File: config.mk
export PLATFORM = sky130hd
export DESIGN_NAME = sdram_req_arbiter
export DESIGN_NICKNAME = d
export VERILOG_FILES = /design/src/rtl/sdram_req_arbiter.sv
export SDC_FILE = /design/constraint.sdc
export NUM_CORES = 1
export LEC_CHECK = 0
export ABC_AREA = 0
export CORE_MARGIN = 4
export CORE_UTILIZATION = 38
export CTS_CLUSTER_DIAMETER = 150
export DETAILED_ROUTE_END_ITERATION = 12
export GPL_ROUTABILITY_DRIVEN = 0
export GPL_TIMING_DRIVEN = 0
export PLACE_DENSITY_LB_ADDON = 0.12
export SLEW_MARGIN = 5
export SYNTH_ARGS = -nofsm -noshare
export SYNTH_HDL_FRONTEND = slang
export SYNTH_SLANG_ARGS = --single-unit
File: constraint.sdc
create_clock -name clock -period 3.04 [get_ports clock]
set_clock_uncertainty 0.15 [all_clocks]
set_input_delay 0.608 -clock clock [delete_from_list [all_inputs] [get_ports clock]]
set_output_delay 0.608 -clock clock [all_outputs]
set_load 0.05 [all_outputs]
File: src/rtl/sdram_req_arbiter.sv
// Round-robin arbiter sharing one single-beat SDRAM controller port among NUM_PORTS requesters.
// Optional ack watchdog with DRAIN recovery enabled by defining SDRAM_ARB_TIMEOUT_EN.
module sdram_req_arbiter #(
    parameter int unsigned NUM_PORTS      = 2,
    parameter int unsigned TIMEOUT_CYCLES = 4096
) (
    input  logic                      clock,
    input  logic                      reset,
    input  logic [NUM_PORTS-1:0]      req_valid,
    input  logic [NUM_PORTS-1:0]      req_write,
    input  logic [32*NUM_PORTS-1:0]   req_addr,
    input  logic [32*NUM_PORTS-1:0]   req_wdata,
    input  logic [4*NUM_PORTS-1:0]    req_wstrb,
    output logic [NUM_PORTS-1:0]      req_ready,
    output logic [NUM_PORTS-1:0]      resp_valid,
    output logic [31:0]               resp_rdata,
    output logic                      resp_error,
    output logic [3:0]                core_wr_o,
    output logic                      core_rd_o,
    output logic [7:0]                core_len_o,
    output logic [31:0]               core_addr_o,
    output logic [31:0]               core_wdata_o,
    input  logic                      core_accept_i,
    input  logic                      core_ack_i,
    input  logic                      core_error_i,
    input  logic [31:0]               core_rdata_i
);
    localparam int unsigned IDX_W = $clog2(NUM_PORTS);

`ifdef SDRAM_ARB_TIMEOUT_EN
    typedef enum logic [1:0] {ST_IDLE, ST_ISSUE, ST_WAIT_ACK, ST_DRAIN} state_e;
`else
    typedef enum logic [1:0] {ST_IDLE, ST_ISSUE, ST_WAIT_ACK} state_e;
`endif

    state_e                 state_q, state_d;
    logic [IDX_W-1:0]       last_q, last_d;
    logic [IDX_W-1:0]       grant_q, grant_d;
    logic                   write_q, write_d;
    logic [31:0]            addr_q, addr_d;
    logic [31:0]            wdata_q, wdata_d;
    logic                   core_rd_q, core_rd_d;
    logic [3:0]             core_wr_q, core_wr_d;
    logic [NUM_PORTS-1:0]   req_ready_q, req_ready_d;
    logic [NUM_PORTS-1:0]   resp_valid_q, resp_valid_d;
    logic [31:0]            resp_rdata_q, resp_rdata_d;
    logic                   resp_error_q, resp_error_d;
    logic                   win_found;
    logic [IDX_W-1:0]       win_idx;
    logic [IDX_W-1:0]       cand_idx;
    logic                   fin_ack;
    logic                   fin_tmo;

`ifdef SDRAM_ARB_TIMEOUT_EN
    logic [15:0]            timer_q, timer_d;
    logic                   timeout_c;
    assign timeout_c = (timer_q == 16'(TIMEOUT_CYCLES - 1));
`else
    logic                   unused_timeout;
    assign unused_timeout = ^32'(TIMEOUT_CYCLES);
`endif

    // Round-robin search starting just after the last granted port
    always_comb begin
        win_found = 1'b0;
        win_idx   = '0;
        cand_idx  = '0;
        for (int unsigned k = 1; k <= NUM_PORTS; k++) begin
            cand_idx = IDX_W'((32'(last_q) + k) % NUM_PORTS);
            if (!win_found && req_valid[cand_idx]) begin
                win_found = 1'b1;
                win_idx   = cand_idx;
            end
        end
    end

    always_comb begin
        state_d      = state_q;
        last_d       = last_q;
        grant_d      = grant_q;
        write_d      = write_q;
        addr_d       = addr_q;
        wdata_d      = wdata_q;
        core_rd_d    = core_rd_q;
        core_wr_d    = core_wr_q;
        req_ready_d  = '0;
        resp_valid_d = '0;
        resp_rdata_d = '0;
        resp_error_d = 1'b0;
        fin_ack      = 1'b0;
        fin_tmo      = 1'b0;
`ifdef SDRAM_ARB_TIMEOUT_EN
        timer_d      = timer_q;
`endif
        case (state_q)
            ST_IDLE: begin
                if (win_found) begin
                    grant_d     = win_idx;
                    write_d     = req_write[win_idx];
                    addr_d      = req_addr[32*win_idx +: 32];
                    wdata_d     = req_wdata[32*win_idx +: 32];
                    core_rd_d   = !req_write[win_idx];
                    core_wr_d   = req_write[win_idx] ? req_wstrb[4*win_idx +: 4] : 4'b0;
                    req_ready_d = NUM_PORTS'(1) << win_idx;
                    state_d     = ST_ISSUE;
`ifdef SDRAM_ARB_TIMEOUT_EN
                    timer_d     = '0;
`endif
                end
            end
            ST_ISSUE: begin
`ifdef SDRAM_ARB_TIMEOUT_EN
                timer_d = timer_q + 16'd1;
`endif
                if (core_accept_i && core_ack_i) begin
                    fin_ack = 1'b1;
                    state_d = ST_IDLE;
                end
`ifdef SDRAM_ARB_TIMEOUT_EN
                else if (timeout_c) begin
                    fin_tmo = 1'b1;
                    state_d = ST_IDLE;
                end
`endif
                else if (core_accept_i) begin
                    state_d = ST_WAIT_ACK;
                end
                if (core_accept_i || fin_tmo) begin
                    core_rd_d = 1'b0;
                    core_wr_d = 4'b0;
                end
            end
            ST_WAIT_ACK: begin
`ifdef SDRAM_ARB_TIMEOUT_EN
                timer_d = timer_q + 16'd1;
`endif
                if (core_ack_i) begin
                    fin_ack = 1'b1;
                    state_d = ST_IDLE;
                end
`ifdef SDRAM_ARB_TIMEOUT_EN
                else if (timeout_c) begin
                    fin_tmo = 1'b1;
                    state_d = ST_DRAIN;
                end
`endif
            end
`ifdef SDRAM_ARB_TIMEOUT_EN
            // Swallow the late ack of an abandoned transaction
            ST_DRAIN: begin
                if (core_ack_i) begin
                    state_d = ST_IDLE;
                end
            end
`endif
            default: state_d = ST_IDLE;
        endcase

        if (fin_ack || fin_tmo) begin
            resp_valid_d = NUM_PORTS'(1) << grant_q;
            last_d       = grant_q;
        end
        if (fin_ack) begin
            resp_rdata_d = write_q ? 32'd0 : core_rdata_i;
            resp_error_d = core_error_i;
        end
        if (fin_tmo) begin
            resp_error_d = 1'b1;
        end
    end

    always_ff @(posedge clock) begin
        if (reset) begin
            state_q      <= ST_IDLE;
            last_q       <= IDX_W'(NUM_PORTS - 1);
            grant_q      <= '0;
            write_q      <= 1'b0;
            addr_q       <= '0;
            wdata_q      <= '0;
            core_rd_q    <= 1'b0;
            core_wr_q    <= '0;
            req_ready_q  <= '0;
            resp_valid_q <= '0;
            resp_rdata_q <= '0;
            resp_error_q <= 1'b0;
`ifdef SDRAM_ARB_TIMEOUT_EN
            timer_q      <= '0;
`endif
        end else begin
            state_q      <= state_d;
            last_q       <= last_d;
            grant_q      <= grant_d;
            write_q      <= write_d;
            addr_q       <= addr_d;
            wdata_q      <= wdata_d;
            core_rd_q    <= core_rd_d;
            core_wr_q    <= core_wr_d;
            req_ready_q  <= req_ready_d;
            resp_valid_q <= resp_valid_d;
            resp_rdata_q <= resp_rdata_d;
            resp_error_q <= resp_error_d;
`ifdef SDRAM_ARB_TIMEOUT_EN
            timer_q      <= timer_d;
`endif
        end
    end

    assign req_ready    = req_ready_q;
    assign resp_valid   = resp_valid_q;
    assign resp_rdata   = resp_rdata_q;
    assign resp_error   = resp_error_q;
    assign core_rd_o    = core_rd_q;
    assign core_wr_o    = core_wr_q;
    assign core_len_o   = 8'd0;
    assign core_addr_o  = addr_q;
    assign core_wdata_o = wdata_q;

endmodule
Word level (Yosys, flattened, before mapping)
Cells that the tools add are included. W data, S select, Z words.

Register bits: 111. Input bits: 177. Output and inout port bits: 114. Logic and storage cells: 68.

Add/sub/neg operators: 2. $lt $le $gt $ge: 3. Equal/unequal tests: 6. Shift operators: 5. Mux-type cells: 25. Bitwise operators: 3. Reduce and logical (&&, ||, !) cells: 12.

Operators by type and width (count): $shiftx A64 B7 Y32 (2); $mux W1 (14); $mux W4 (3); $mux W2 (4); $pmux W4 S2 (1); $shiftx A8 B4 Y4 (1); $lt A1 B2 Y1 const B (3); $ne A2 B2 Y1 const B (3); $pmux W2 S3 (1); $reduce_and A3 Y1 (2); $reduce_or A3 Y1 (2); $pmux W1 S2 (2); $shl A1 B1 Y2 const A (2); $ne A3 B3 Y1 const B (1); $not A1 Y1 (3); $add A1 B1 Y1 const B (2); $eq A2 B1 Y1 const B (1); $eq A2 B2 Y1 const B (1); $logic_and A1 B1 Y1 (2); $logic_not A1 Y1 (2); $logic_not A2 Y1 (1); $reduce_and A2 Y1 (1); $reduce_bool A2 Y1 (1); $reduce_or A2 Y1 (1).

Depth between registers and ports, before layout
Depth in word-level cells: 12. Depth in mapped cells: 7. Mapped depth without buffers: 5.

Worst setup path after synthesis
No wires, ideal clock.

Kind: flip-flop to flip-flop. From: register state_q[0]. To: register write_q. Setup time: 120 ps. Data arrival time: 1452 ps. Setup slack: 1317 ps. Cell stages (with the launch flop): 8. Buffers on the path: 2. Clock period less this slack: 1723 ps. Cells stage by stage: dfxtp_1 > inv_1 > ha_1 > nor2b_1 > o21ai_1 > clkbuf_1 > buf_2 > o2bb2ai_1.

Longest elaborated chain between the ends: 2.

RTL lines: start: declaration (RTL line 36) `state_e state_q, state_d;`; start signal: assignment (RTL line 190) `state_q <= state_d;`; $logic_not A2 Y1 (RTL line 95) `case (state_q)`; $reduce_and A2 Y1 (no line); end signal: assignment (RTL line 193) `write_q <= write_d;`; end: declaration (RTL line 39) `logic write_q, write_d;`.

Every way passes these cells. A chain may end at the register's enable or synchronous reset.

Worst setup path in the final report
From: register wdata_q[16] (netlist: core_wdata_o[16]). To: output core_wdata_o[16].

RTL lines: start: declaration (RTL line 41) `logic [31:0] wdata_q, wdata_d;`; start signal: assignment (RTL line 195) `wdata_q <= wdata_d;`; end: declaration (RTL line 22) `output logic [31:0] core_wdata_o,`.

No word-level cell between the ends.

==> metrics.yaml <==
min-delay-path-class: "reg2reg"
grt_pass1_wl_mm: 21.1
worst_skew_pair.late_latency_ps: 340
tightestPinTransition_ps: 578
length_of_the_first_detailed_routing_pass_in_iterations: 5
antenna_viol_nets_final: 0
grt_antenna_before_repair: 0
floorplan.core_area_um2: 11000
grt_pass1_vias: 4128
post-cts-setup-buffers: 0
fin_setup_tns_ps: 0
timing.critical_path.buf_inv: 1
dpl_ws_ps: 408
cts_sinks: 111
numCtsBuffers: 9
period_utilization_post_route_pct: 75.5
synth.largest_area_cell: "dfxtp_1"
tritoncts: "built"
syn-cell-area_um2: 4310
routed_wl_mm: 14.3
port-buffer-count: 282
chipHeight_um: 115
report.final.setup_viol: 0
ys_seq_area_share_pct: 51.6
critPathRequiredTime_ps: 2280
finalWorstPathRequiredPeriod_ps: 2290
dr_total_vias: 3965
timing.rr.end: "core_addr_o[28]"
holdBufCountCts: 0
yosys.cell_types.count: 41
dpl.hpwl_mm: 11.6
final-seq-area_um2: 2220
wire_per_inst_um: 17.5
run_status: "complete, no violations"
p_per_area_nw_per_um2: 541
drive_gt1_share_pct: 6.97
total_leakage_power_nw: 3.12
critical_path_depth: 1
endpoint_kind: "output pin"
layoutNonFillerInstCount: 814
r2r.worst_path.cells: 7
max-clock-path-buffers: 2
synth.top_cells.by_area: "dfxtp_1, mux2i_1, o2bb2ai_1, and2_1, buf_4"
post-synth-top-area-fraction_pct: 51.6
dieWidth_um: 115
post-route-drc-count: 0
synthToLayoutAreaGrowth_pct: 77.6
report.final.hold_viol_count: 0
grt_overflow: 0
floorplan.io_pins: 291
multi_input_comb_area_um2: 1880
syn_warnings: 0
grtUsageTotal_pct: 20.6
nets_final: 850
worst_slew_margin_rel_pct: 61.4
timing_worst_setup_path_type: "reg2out"
vdd.ir_drop.worst_v: 0.000259
crit_path_start_kind: "register"
crit_fanout: 2
slowest_stage: "clkdlybuf4s50_1"
cts_root_buffer: "clkbuf_16"
maximum_number_of_pins_on_one_net_before_global_route_repair: 19
final-max-slew-violation-count: 0
regToRegStartpoint: "state_q[1]"
critical_path.top_delay_family: "buffers and inverters"
ff_to_ff_setup_slack_ps: 910
synthesis.instances: 369
drv_cap: 0
synth.ff_latch_count: 111
initial_standard_cell_utilization_of_the_core_pct: 39.2
grt_setup_unrepaired: "no"
delay_of_the_slowest_cell_on_the_worst_path_ps: 850
worst_ep_arrival_time_ps: 1540
max_freq_mhz: 436
rows: 38
diodes: 0
final_worst_setup_slack_ps: 746
clkTransAtPathRegs_ps: 70
clock_tree.htree_level_count: 3
drt_first_iter_violations: 97
dpl.cell_count: 798
worstSetupStartpoint: "core_wdata_o[16]"
worst_setup_path_endpoint: "core_wdata_o[16]"
crit_chain: "clkdlybuf4s50_1"
syn_avg_cell_area_um2: 11.7
fillers: 809
routed_via_density: 4.87
cts_resized: 0
fp.dieArea_um2: 13100
[through the flow]
step / total power, mW / util (%) / area [um^2] / hold WS [ps]
2_1_floorplan: 2.38 / - / 4340 / 291
3_3_place_gp: 2.91 / 66.8 / 7330 / 293
3_5_place_dp: 2.93 / 66.8 / 7330 / 295
4_1_cts: 4.18 / 69.7 / 7660 / 317
5_1_grt: 4.31 / 69.7 / 7660 / 329
6_report: 4.15 / 69.7 / 7660 / 311
[cell families (layout without fill, tap and decap cells)]
group                    Yosys count  in the layout  share of synthesized area, %
AO/OA/AOI/OAI                     85             85                          16.8
buffers and inverters             37            335                          5.49
adder cells (fa/ha/maj)            4              4                          1.16
other                              1              8                        0.0870
AND/OR/NAND/NOR                   64             64                          9.32
flip-flops                       111            111                          51.6
multiplexers                      67             67                          15.6
[power by group]
part	total, mW	internal, mW	switching (mW)
registers	1.64	1.58	0.0636
logic	1.26	0.540	0.717
clock network	1.25	0.724	0.526
total	4.15	2.84	1.31
[state kept, by name, indices dropped and copies added (netlist names)]
register,count
grant_q,1
core_rd_o,1
resp_error,1
core_addr_o,32
core_wdata_o,32
last_q,1
req_ready,2
resp_rdata,32
write_q,1
resp_valid,2
core_wr_o,4
state_q,2
[synth_stat cells (all sizes together)]
cell,number
nor2,5
and2b,1
o31a,1
or3b,1
a21boi,1
nor4,2
nand2b,3
mux2i,66
inv,2
o32ai,1
and2,35
mux2,1
a21oi,5
o21ai,2
a21bo,1
clkbuf,9
o2bb2ai,66
nand4,1
nor3b,1
nor4b,1
conb,1
o21a,1
nand4b,3
ha,4
nand3,3
o21ba,1
nor3,2
a311oi,3
dfxtp,111
a32oi,1
buf,26
or2b,1
a211o,1
o31ai,1
nand2,1
nor2b,4
[worst reg2reg max path, delay by kind of cell (launching register included)]
kind	cells	cell delay, ps
AO/OA/AOI/OAI	2	300
buffers and inverters	3	800
flip-flops	1	380
AND/OR/NAND/NOR	1	150
adder cells (fa/ha/maj)	1	230
[layout make-up]
| class | count | share of cell area, % |
|---|---|---|
| Clock inverter | 7 | 1.27 |
| Multi-Input combinational cell | 228 | 24.5 |
| Tap cell | 140 | 2.29 |
| Inverter | 2 | 0.0980 |
| Buffer | 35 | 2.99 |
| Sequential cell | 111 | 29.0 |
| Timing Repair Buffer | 282 | 36.9 |
| Clock buffer | 9 | 2.94 |
[metal layers]
metal	routed length, um	vias to the layer above	track usage [%]
met4	328	0	7.60
met5	0	-	0
li1	-	1935	-
met2	7280	200	38.3
met1	5000	1808	20.2
met3	1660	22	8.51
[cells in the final DEF (no fill, tap or decap), drive strengths merged, types with 2 or more instances in the layout]
cell type,n
dfxtp,111
buf,26
clkdlybuf4s50,282
clkinv,3
nand2b,3
clkinvlp,2
o2bb2ai,66
and2,35
a21oi,5
o21ai,2
nor4,2
mux2i,66
inv,2
nand3,3
nor2b,4
clkbuf,18
conb,8
nor3,2
ha,4
nand4b,3
bufinv,2
a311oi,3
nor2,5
[worst min-delay path by stage]
stage	start	end	slack, ps	depth (start not counted)
floorplan	grant_q	resp_valid[0]	290	1
global placement	core_wdata_o[12]	core_wdata_o[12]	290	1
detailed placement	core_wdata_o[12]	core_wdata_o[12]	300	1
CTS	core_wdata_o[17]	core_wdata_o[17]	320	1
global route	core_addr_o[31]	core_addr_o[31]	330	1
finish	core_wdata_o[12]	core_wdata_o[12]	310	1
Note: power is estimated with default switching activity, not from simulation.
